**config.mk**
```make
export PLATFORM = sky130hd
export DESIGN_NAME = ecc_apb_ctrl_flat
export DESIGN_NICKNAME = d
export VERILOG_FILES = /design/src/rtl/ecc_apb_ctrl_if.sv /design/src/rtl/ecc_apb_ctrl.sv /design/src/flat_wrapper.sv
export SDC_FILE = /design/constraint.sdc
export NUM_CORES = 1
export LEC_CHECK = 0
export BUFFER_PORTS_ARGS = -buffer_cell sky130_fd_sc_hd__buf_2
export CAP_MARGIN = 10
export CELL_PAD_IN_SITES_DETAIL_PLACEMENT = 0
export CELL_PAD_IN_SITES_GLOBAL_PLACEMENT = 2
export CORE_ASPECT_RATIO = 0.7
export CORE_MARGIN = 2
export CORE_UTILIZATION = 33
export DETAILED_ROUTE_END_ITERATION = 8
export GPL_ROUTABILITY_DRIVEN = 0
export PLACE_DENSITY = 0.95
export SYNTH_ARGS = -nofsm -noshare
export SYNTH_HDL_FRONTEND = slang
export SYNTH_SLANG_ARGS = --single-unit
```
**constraint.sdc**
```tcl
create_clock -name clk -period 3 [get_ports clk]
set_input_delay 0.6 -clock clk [delete_from_list [all_inputs] [get_ports clk]]
set_output_delay 0.6 -clock clk [all_outputs]
set_load 0.01 [all_outputs]
```
**src/rtl/ecc_apb_ctrl_if.sv**
```systemverilog
// APB3 bus bundle between a bus master and the ecc_apb_ctrl register front-end.
// Port names follow the AMBA signal names so waveforms line up with the bus protocol.
interface ecc_apb_ctrl_if #(
    parameter int AMBA_WORD       = 32,
    parameter int AMBA_ADDR_WIDTH = 20
);
    logic [AMBA_ADDR_WIDTH-1:0] PADDR;
    logic                       PSEL;
    logic                       PENABLE;
    logic                       PWRITE;
    logic [AMBA_WORD-1:0]       PWDATA;
    logic [AMBA_WORD-1:0]       PRDATA;
    logic                       PREADY;

    modport master (
        output PADDR, PSEL, PENABLE, PWRITE, PWDATA,
        input  PRDATA, PREADY
    );

    modport slave (
        input  PADDR, PSEL, PENABLE, PWRITE, PWDATA,
        output PRDATA, PREADY
    );
endinterface

```
**src/rtl/ecc_apb_ctrl.sv**
```systemverilog
// APB3 register front-end and launch/capture sequencer for the Hamming (8,4)/(16,11)/(32,26) encoder.
// Payload is left-aligned into the encoder input; the registered codeword is masked into RESULT.
module ecc_apb_ctrl #(
    parameter int AMBA_WORD       = 32,
    parameter int AMBA_ADDR_WIDTH = 20,
    parameter int DATA_WIDTH      = 32
) (
    input  logic                 clk,
    input  logic                 rst,
    ecc_apb_ctrl_if.slave        apb,
    output logic [AMBA_WORD-1:0] enc_data,
    output logic [1:0]           enc_width,
    output logic                 enc_small,
    output logic                 enc_medium,
    output logic                 enc_large,
    input  logic [AMBA_WORD-1:0] enc_out,
    output logic                 operation_done
);

    typedef enum logic [1:0] {
        ST_IDLE    = 2'd0,
        ST_LAUNCH  = 2'd1,
        ST_CAPTURE = 2'd2,
        ST_DONE    = 2'd3
    } state_t;

    function automatic logic [AMBA_WORD-1:0] align_payload(input logic [DATA_WIDTH-1:0] d,
                                                           input logic [1:0] w);
        logic [AMBA_WORD-1:0] a;
        a = '0;
        case (w)
            2'd0:    a[AMBA_WORD-1 -: 4]  = d[3:0];
            2'd1:    a[AMBA_WORD-1 -: 11] = d[10:0];
            2'd2:    a[AMBA_WORD-1 -: 26] = d[25:0];
            default: a = '0;
        endcase
        return a;
    endfunction

    function automatic logic [AMBA_WORD-1:0] mask_codeword(input logic [AMBA_WORD-1:0] c,
                                                           input logic [1:0] w);
        logic [AMBA_WORD-1:0] m;
        m = '0;
        case (w)
            2'd0:    m[7:0]  = c[7:0];
            2'd1:    m[15:0] = c[15:0];
            2'd2:    m       = c;
            default: m       = '0;
        endcase
        return m;
    endfunction

    state_t                state_r;
    logic [DATA_WIDTH-1:0] data_r;
    logic [1:0]            width_r;
    logic [AMBA_WORD-1:0]  result_r;
    logic                  done_r;
    logic                  width_err_r;
    logic [AMBA_WORD-1:0]  enc_data_r;
    logic [1:0]            enc_width_r;
    logic                  enc_small_r;
    logic                  enc_medium_r;
    logic                  enc_large_r;
    logic                  op_done_r;

    logic                  wr_s;
    logic                  rd_s;
    logic                  busy_s;
    logic [2:0]            addr_idx_s;
    logic [AMBA_WORD-1:0]  prdata_s;
    logic                  unused_s;

    assign wr_s       = apb.PSEL & apb.PENABLE & apb.PWRITE;
    assign rd_s       = apb.PSEL & apb.PENABLE & ~apb.PWRITE;
    assign busy_s     = (state_r != ST_IDLE);
    assign addr_idx_s = apb.PADDR[4:2];
    assign unused_s   = ^{apb.PADDR[AMBA_ADDR_WIDTH-1:5], apb.PADDR[1:0]};

    // Register file and sequencer; software registers only change while idle.
    always_ff @(posedge clk or negedge rst) begin
        if (!rst) begin
            state_r      <= ST_IDLE;
            data_r       <= '0;
            width_r      <= 2'd0;
            result_r     <= '0;
            done_r       <= 1'b0;
            width_err_r  <= 1'b0;
            enc_data_r   <= '0;
            enc_width_r  <= 2'd0;
            enc_small_r  <= 1'b0;
            enc_medium_r <= 1'b0;
            enc_large_r  <= 1'b0;
            op_done_r    <= 1'b0;
        end else begin
            case (state_r)
                ST_IDLE: begin
                    if (wr_s) begin
                        case (addr_idx_s)
                            3'd0: begin
                                if (apb.PWDATA[0]) begin
                                    if (width_r == 2'd3) begin
                                        width_err_r <= 1'b1;
                                    end else begin
                                        state_r      <= ST_LAUNCH;
                                        done_r       <= 1'b0;
                                        width_err_r  <= 1'b0;
                                        enc_data_r   <= align_payload(data_r, width_r);
                                        enc_width_r  <= width_r;
                                        enc_small_r  <= (width_r == 2'd0);
                                        enc_medium_r <= (width_r == 2'd1);
                                        enc_large_r  <= (width_r == 2'd2);
                                    end
                                end
                            end
                            3'd1:    data_r  <= apb.PWDATA[DATA_WIDTH-1:0];
                            3'd2:    width_r <= apb.PWDATA[1:0];
                            default: ;
                        endcase
                    end
                end
                ST_LAUNCH: begin
                    state_r <= ST_CAPTURE;
                end
                ST_CAPTURE: begin
                    state_r   <= ST_DONE;
                    result_r  <= mask_codeword(enc_out, enc_width_r);
                    done_r    <= 1'b1;
                    op_done_r <= 1'b1;
                end
                ST_DONE: begin
                    state_r      <= ST_IDLE;
                    op_done_r    <= 1'b0;
                    enc_data_r   <= '0;
                    enc_width_r  <= 2'd0;
                    enc_small_r  <= 1'b0;
                    enc_medium_r <= 1'b0;
                    enc_large_r  <= 1'b0;
                end
                default: begin
                    state_r <= ST_IDLE;
                end
            endcase
        end
    end

    // Read mux; the bus sees zero outside a read access phase.
    always_comb begin
        prdata_s = '0;
        if (rd_s) begin
            case (addr_idx_s)
                3'd1:    prdata_s = AMBA_WORD'(data_r);
                3'd2:    prdata_s = AMBA_WORD'(width_r);
                3'd4:    prdata_s = result_r;
                3'd5:    prdata_s = AMBA_WORD'({width_err_r, done_r, busy_s});
                default: prdata_s = '0;
            endcase
        end else begin
            prdata_s = '0;
        end
    end

    assign apb.PRDATA     = prdata_s;
    assign apb.PREADY     = 1'b1;
    assign enc_data       = enc_data_r;
    assign enc_width      = enc_width_r;
    assign enc_small      = enc_small_r;
    assign enc_medium     = enc_medium_r;
    assign enc_large      = enc_large_r;
    assign operation_done = op_done_r;

endmodule
```
**src/flat_wrapper.sv**
```systemverilog
// flat-port wrapper written by rule: the top's interface ports become plain ports
module ecc_apb_ctrl_flat 
#(
    parameter int AMBA_WORD       = 32,
    parameter int AMBA_ADDR_WIDTH = 20,
    parameter int DATA_WIDTH      = 32
)
  (clk, rst, enc_data, enc_width, enc_small, enc_medium, enc_large, enc_out, operation_done, apb_PADDR, apb_PSEL, apb_PENABLE, apb_PWRITE, apb_PWDATA, apb_PRDATA, apb_PREADY);
  ecc_apb_ctrl_if #(.AMBA_WORD(AMBA_WORD), .AMBA_ADDR_WIDTH(AMBA_ADDR_WIDTH)) apb_i ();
  input  logic clk;
  input  logic rst;
  output logic [AMBA_WORD-1:0] enc_data;
  output logic [1:0] enc_width;
  output logic enc_small;
  output logic enc_medium;
  output logic enc_large;
  input  logic [AMBA_WORD-1:0] enc_out;
  output logic operation_done;
  input wire logic [$bits(apb_i.PADDR)-1:0] apb_PADDR;
  input wire logic [$bits(apb_i.PSEL)-1:0] apb_PSEL;
  input wire logic [$bits(apb_i.PENABLE)-1:0] apb_PENABLE;
  input wire logic [$bits(apb_i.PWRITE)-1:0] apb_PWRITE;
  input wire logic [$bits(apb_i.PWDATA)-1:0] apb_PWDATA;
  output wire logic [$bits(apb_i.PRDATA)-1:0] apb_PRDATA;
  output wire logic [$bits(apb_i.PREADY)-1:0] apb_PREADY;
  assign apb_i.PADDR = apb_PADDR;
  assign apb_i.PSEL = apb_PSEL;
  assign apb_i.PENABLE = apb_PENABLE;
  assign apb_i.PWRITE = apb_PWRITE;
  assign apb_i.PWDATA = apb_PWDATA;
  assign apb_PRDATA = apb_i.PRDATA;
  assign apb_PREADY = apb_i.PREADY;
  ecc_apb_ctrl #(.AMBA_WORD(AMBA_WORD), .AMBA_ADDR_WIDTH(AMBA_ADDR_WIDTH), .DATA_WIDTH(DATA_WIDTH)) u_core (.clk(clk), .rst(rst), .apb(apb_i), .enc_data(enc_data), .enc_width(enc_width), .enc_small(enc_small), .enc_medium(enc_medium), .enc_large(enc_large), .enc_out(enc_out), .operation_done(operation_done));
endmodule
```
==> impl_results.md <==
- DRC viols: 0
- Postcts setup bufs: 0
- DP Wirelength: around 11 mm
- Area after DPL: just over 0.006 sq mm
- Mux share of post-synthesis cell area: ~14%
- Clock Sinks: 102
- Clock Power Share: between 20 and 30%
- Ys flop type: dfrtp_1
- Antenna-violating nets left: 0
- Global-route wire length before repair: 22.9 mm
- Worst path required time: 2.40 ns
- DR iter-0 viols: approximately 300
- Post-synthesis cell count: around 510
- RSZ-0062 raised after global routing: false
- Worst Hold Class: input port to async pin
- Max-cap violation count: 0
- Pwr Total: around 0.0038 W
- CP Class: input port to primary output
- Final hold violations: 0
- Final Max Tran Viols: 0
- Post-synthesis average cell area: 10.1 sq um
- VDD IR-drop max: between 0.0003 and 0.0004 V
- Top Ports: 160
- Worst setup SP type: input port
- Final setup skew: 0.00673 ns
- Post-synth EDFFs: 0
- Xor-xnor portion of the synthesized cell area: 0%
- Total die area: roughly 0.017 sq mm
- Setup violations, final: 0
- Status: finished clean
- H-Tree Depth: 3
- PD cells: just under 600 mW/mm^2
- Layout area overhead: 23.1%
- Largest net degree at the start of global routing: 67
- Fillers: approximately 1500
- Synth top cells by count: dfrtp_1, nand2_1, mux2_2
- Total grt overflow: 0
- FMAX: around 0.37 GHz
- Sw Pwr: 0.00127 W
- Top cells by area, synth: dfrtp_1, mux2_2, mux2i_1
- Crit path capture type: primary output
- ANT cells: 0
- Share of post-route cells with drive strength above 1: around a third
- Period minus WS final: roughly 2.7 ns
- CORE AREA: between 0.015 and 0.02 sq mm
- R2R Setup Slk: around 0.74 ns
- Final instance area: approximately 0.0063 sq mm
- Clock slew at reported path FFs: roughly 0.07 ns
- Main combinational cell family by area after synthesis: simple AND/OR/NAND/NOR gates
- Synth Warn #: 0
- Post-synthesis compound-gate area fraction: between 10% and 20%
- Root Driver: clkbuf_16
- Post-Syn Area: 0.00513 sq mm
- Reg area: about 0.0026 sq mm
- Total GRT Usage: 17.9%
- Die height: 108 um
- Fraction of the cycle the final worst path needs: around nine tenths
- Avg Vias per Cell: around 5
- Initial antenna violation count: 0
- Detailed Routing Iterations Pass 1: 5
- Async SR Flop Fraction: between 90% and 100%
- Synth Register Bits: 102
- CTS max path bufs: 2
- Seq pwr share: 47.0%
- Setup_tns: 0 ns
- Hold-fix buffers, CTS: 0
- Post-cts repair resize count: 0
- Combinational group share of total power: a little under a quarter
- Max_slew headroom: between 50% and 60%
- Sw frac: around a third
- Standby leakage power: just under 3 nW
- Die width: 153 um
- Drt wl/cell: between 15 and 20 um
- Post-synthesis sequential area ratio: 49.7%
- Post-Synth Adder-Cell Area: ~2.7%
- Clock latency at the later pin of the worst-skew pair: between 0.3 and 0.4 ns
- NumNets Final: slightly above 700
- Power Internal: about 0.0025 W
- Worst-path fanout max: 32
- Vias: between 4000 and 5000
- TritonCTS Buffers: 9
- Buffers added on ports: about 140
- Top-area cell type share of the netlist area: between 40% and 50%
- CTS tree: done
- Initial Utilization: approximately a third
- Total Routed Length: ~14 mm
- Vias in the first global route: roughly 4200
- Simple-gate area share of the yosys netlist: between 15 and 20%
- Count leader, synth: dfrtp_1
- Worst slew pin tran: approximately 0.72 ns
- Area leader, netlist: dfrtp_1
- Area of the multi-input gates: approximately 0.0023 sq mm
- Cell row count: 38
- Hold WS: 0.262 ns
- Distinct cells, synth: 39
- Critical Path AT: 2.08 ns
registers in the layout, indices dropped and copies added (netlist names), 2 cells and up:
register          cells
u_core.data_r        32
u_core.result_r      32
u_core.enc_data      26
u_core.enc_width      2
u_core.state_r        2
u_core.width_r        2
metrics by stage:
stage	utilization, %	cells	worst slack [ns]
final	41.2	832	0.321
after CTS	41.2	832	0.313
after global placement	39.3	816	0.304
after detailed placement	39.3	816	0.321
after floorplan	-	512	0.563
after global routing	41.2	832	0.173
layer usage:
layer / global-route usage (%) / share of wire (%) / routed length (um) / vias to the layer above
met2: 27.2 / 44 / 6310 / 124
li1: - / - / - / 1981
met5: 0 / 0 / 0 / -
met4: 4.30 / 0.83 / 119 / 0
met1: 25.9 / 50 / 7190 / 2038
met3: 4.09 / 5.2 / 747 / 9
worst paths after layout:
kind	startpoint	end	depth (start not counted)
setup reg to reg	u_core.state_r[0]	u_core.enc_large	6
max in group asynchronous	rst	u_core.result_r[22]	2
hold / removal	rst	u_core.data_r[9]	1
min in group clk	apb_PWDATA[9]	u_core.data_r[9]	2
setup / recovery	apb_PADDR[2]	apb_PRDATA[12]	6
hold reg to reg	u_core.width_err_r	u_core.width_err_r	1
critical path, cell delays in order:
cell     delay, ns
buf_2         0.11
o21ai_0       0.13
or4b_2        0.60
buf_4         0.28
nor2_1        0.18
buf_2         0.15
area by class of cell:
type,instances,area share [%]
Sequential cell,102,40.4
Multi-Input combinational cell,328,36.0
Timing Repair Buffer,149,13.0
Tap cell,200,3.96
Clock buffer,10,3.78
Inverter,37,2.20
Clock inverter,6,0.712
placed cells by master (no fill, tap or decap), types with 4 or more instances in the layout:
| cell | count |
|---|---|
| a222oi_1 | 4 |
| a22o_1 | 7 |
| a22oi_1 | 29 |
| buf_2 | 134 |
| buf_4 | 12 |
| clkbuf_16 | 9 |
| conb_1 | 7 |
| dfrtp_1 | 102 |
| ha_1 | 10 |
| inv_1 | 37 |
| mux2_2 | 39 |
| mux2i_1 | 27 |
| nand2_1 | 58 |
| nand3_1 | 16 |
| nand3b_1 | 22 |
| nor2_1 | 34 |
| nor2b_1 | 5 |
| o211ai_1 | 7 |
| o21ai_0 | 34 |
| or3_1 | 5 |
power by group through the flow:
stage	clock network [W]	registers (W)	logic, W
2_1_floorplan	0	0.00171	0.000621
3_3_place_gp	0	0.00179	0.000852
3_5_place_dp	0	0.00180	0.000889
4_1_cts	0.00114	0.00177	0.000894
5_1_grt	0.00119	0.00180	0.00101
6_report	0.00111	0.00177	0.000885
cells by family (layout without fill, tap and decap cells):
group,after synthesis,in the layout
other,2,7
buffers and inverters,82,202
AND/OR/NAND/NOR,156,156
AO/OA/AOI/OAI,88,88
multiplexers,66,66
flip-flops,102,102
adder cells (fa/ha/maj),11,11
Note: power is estimated with default switching activity, not from simulation.
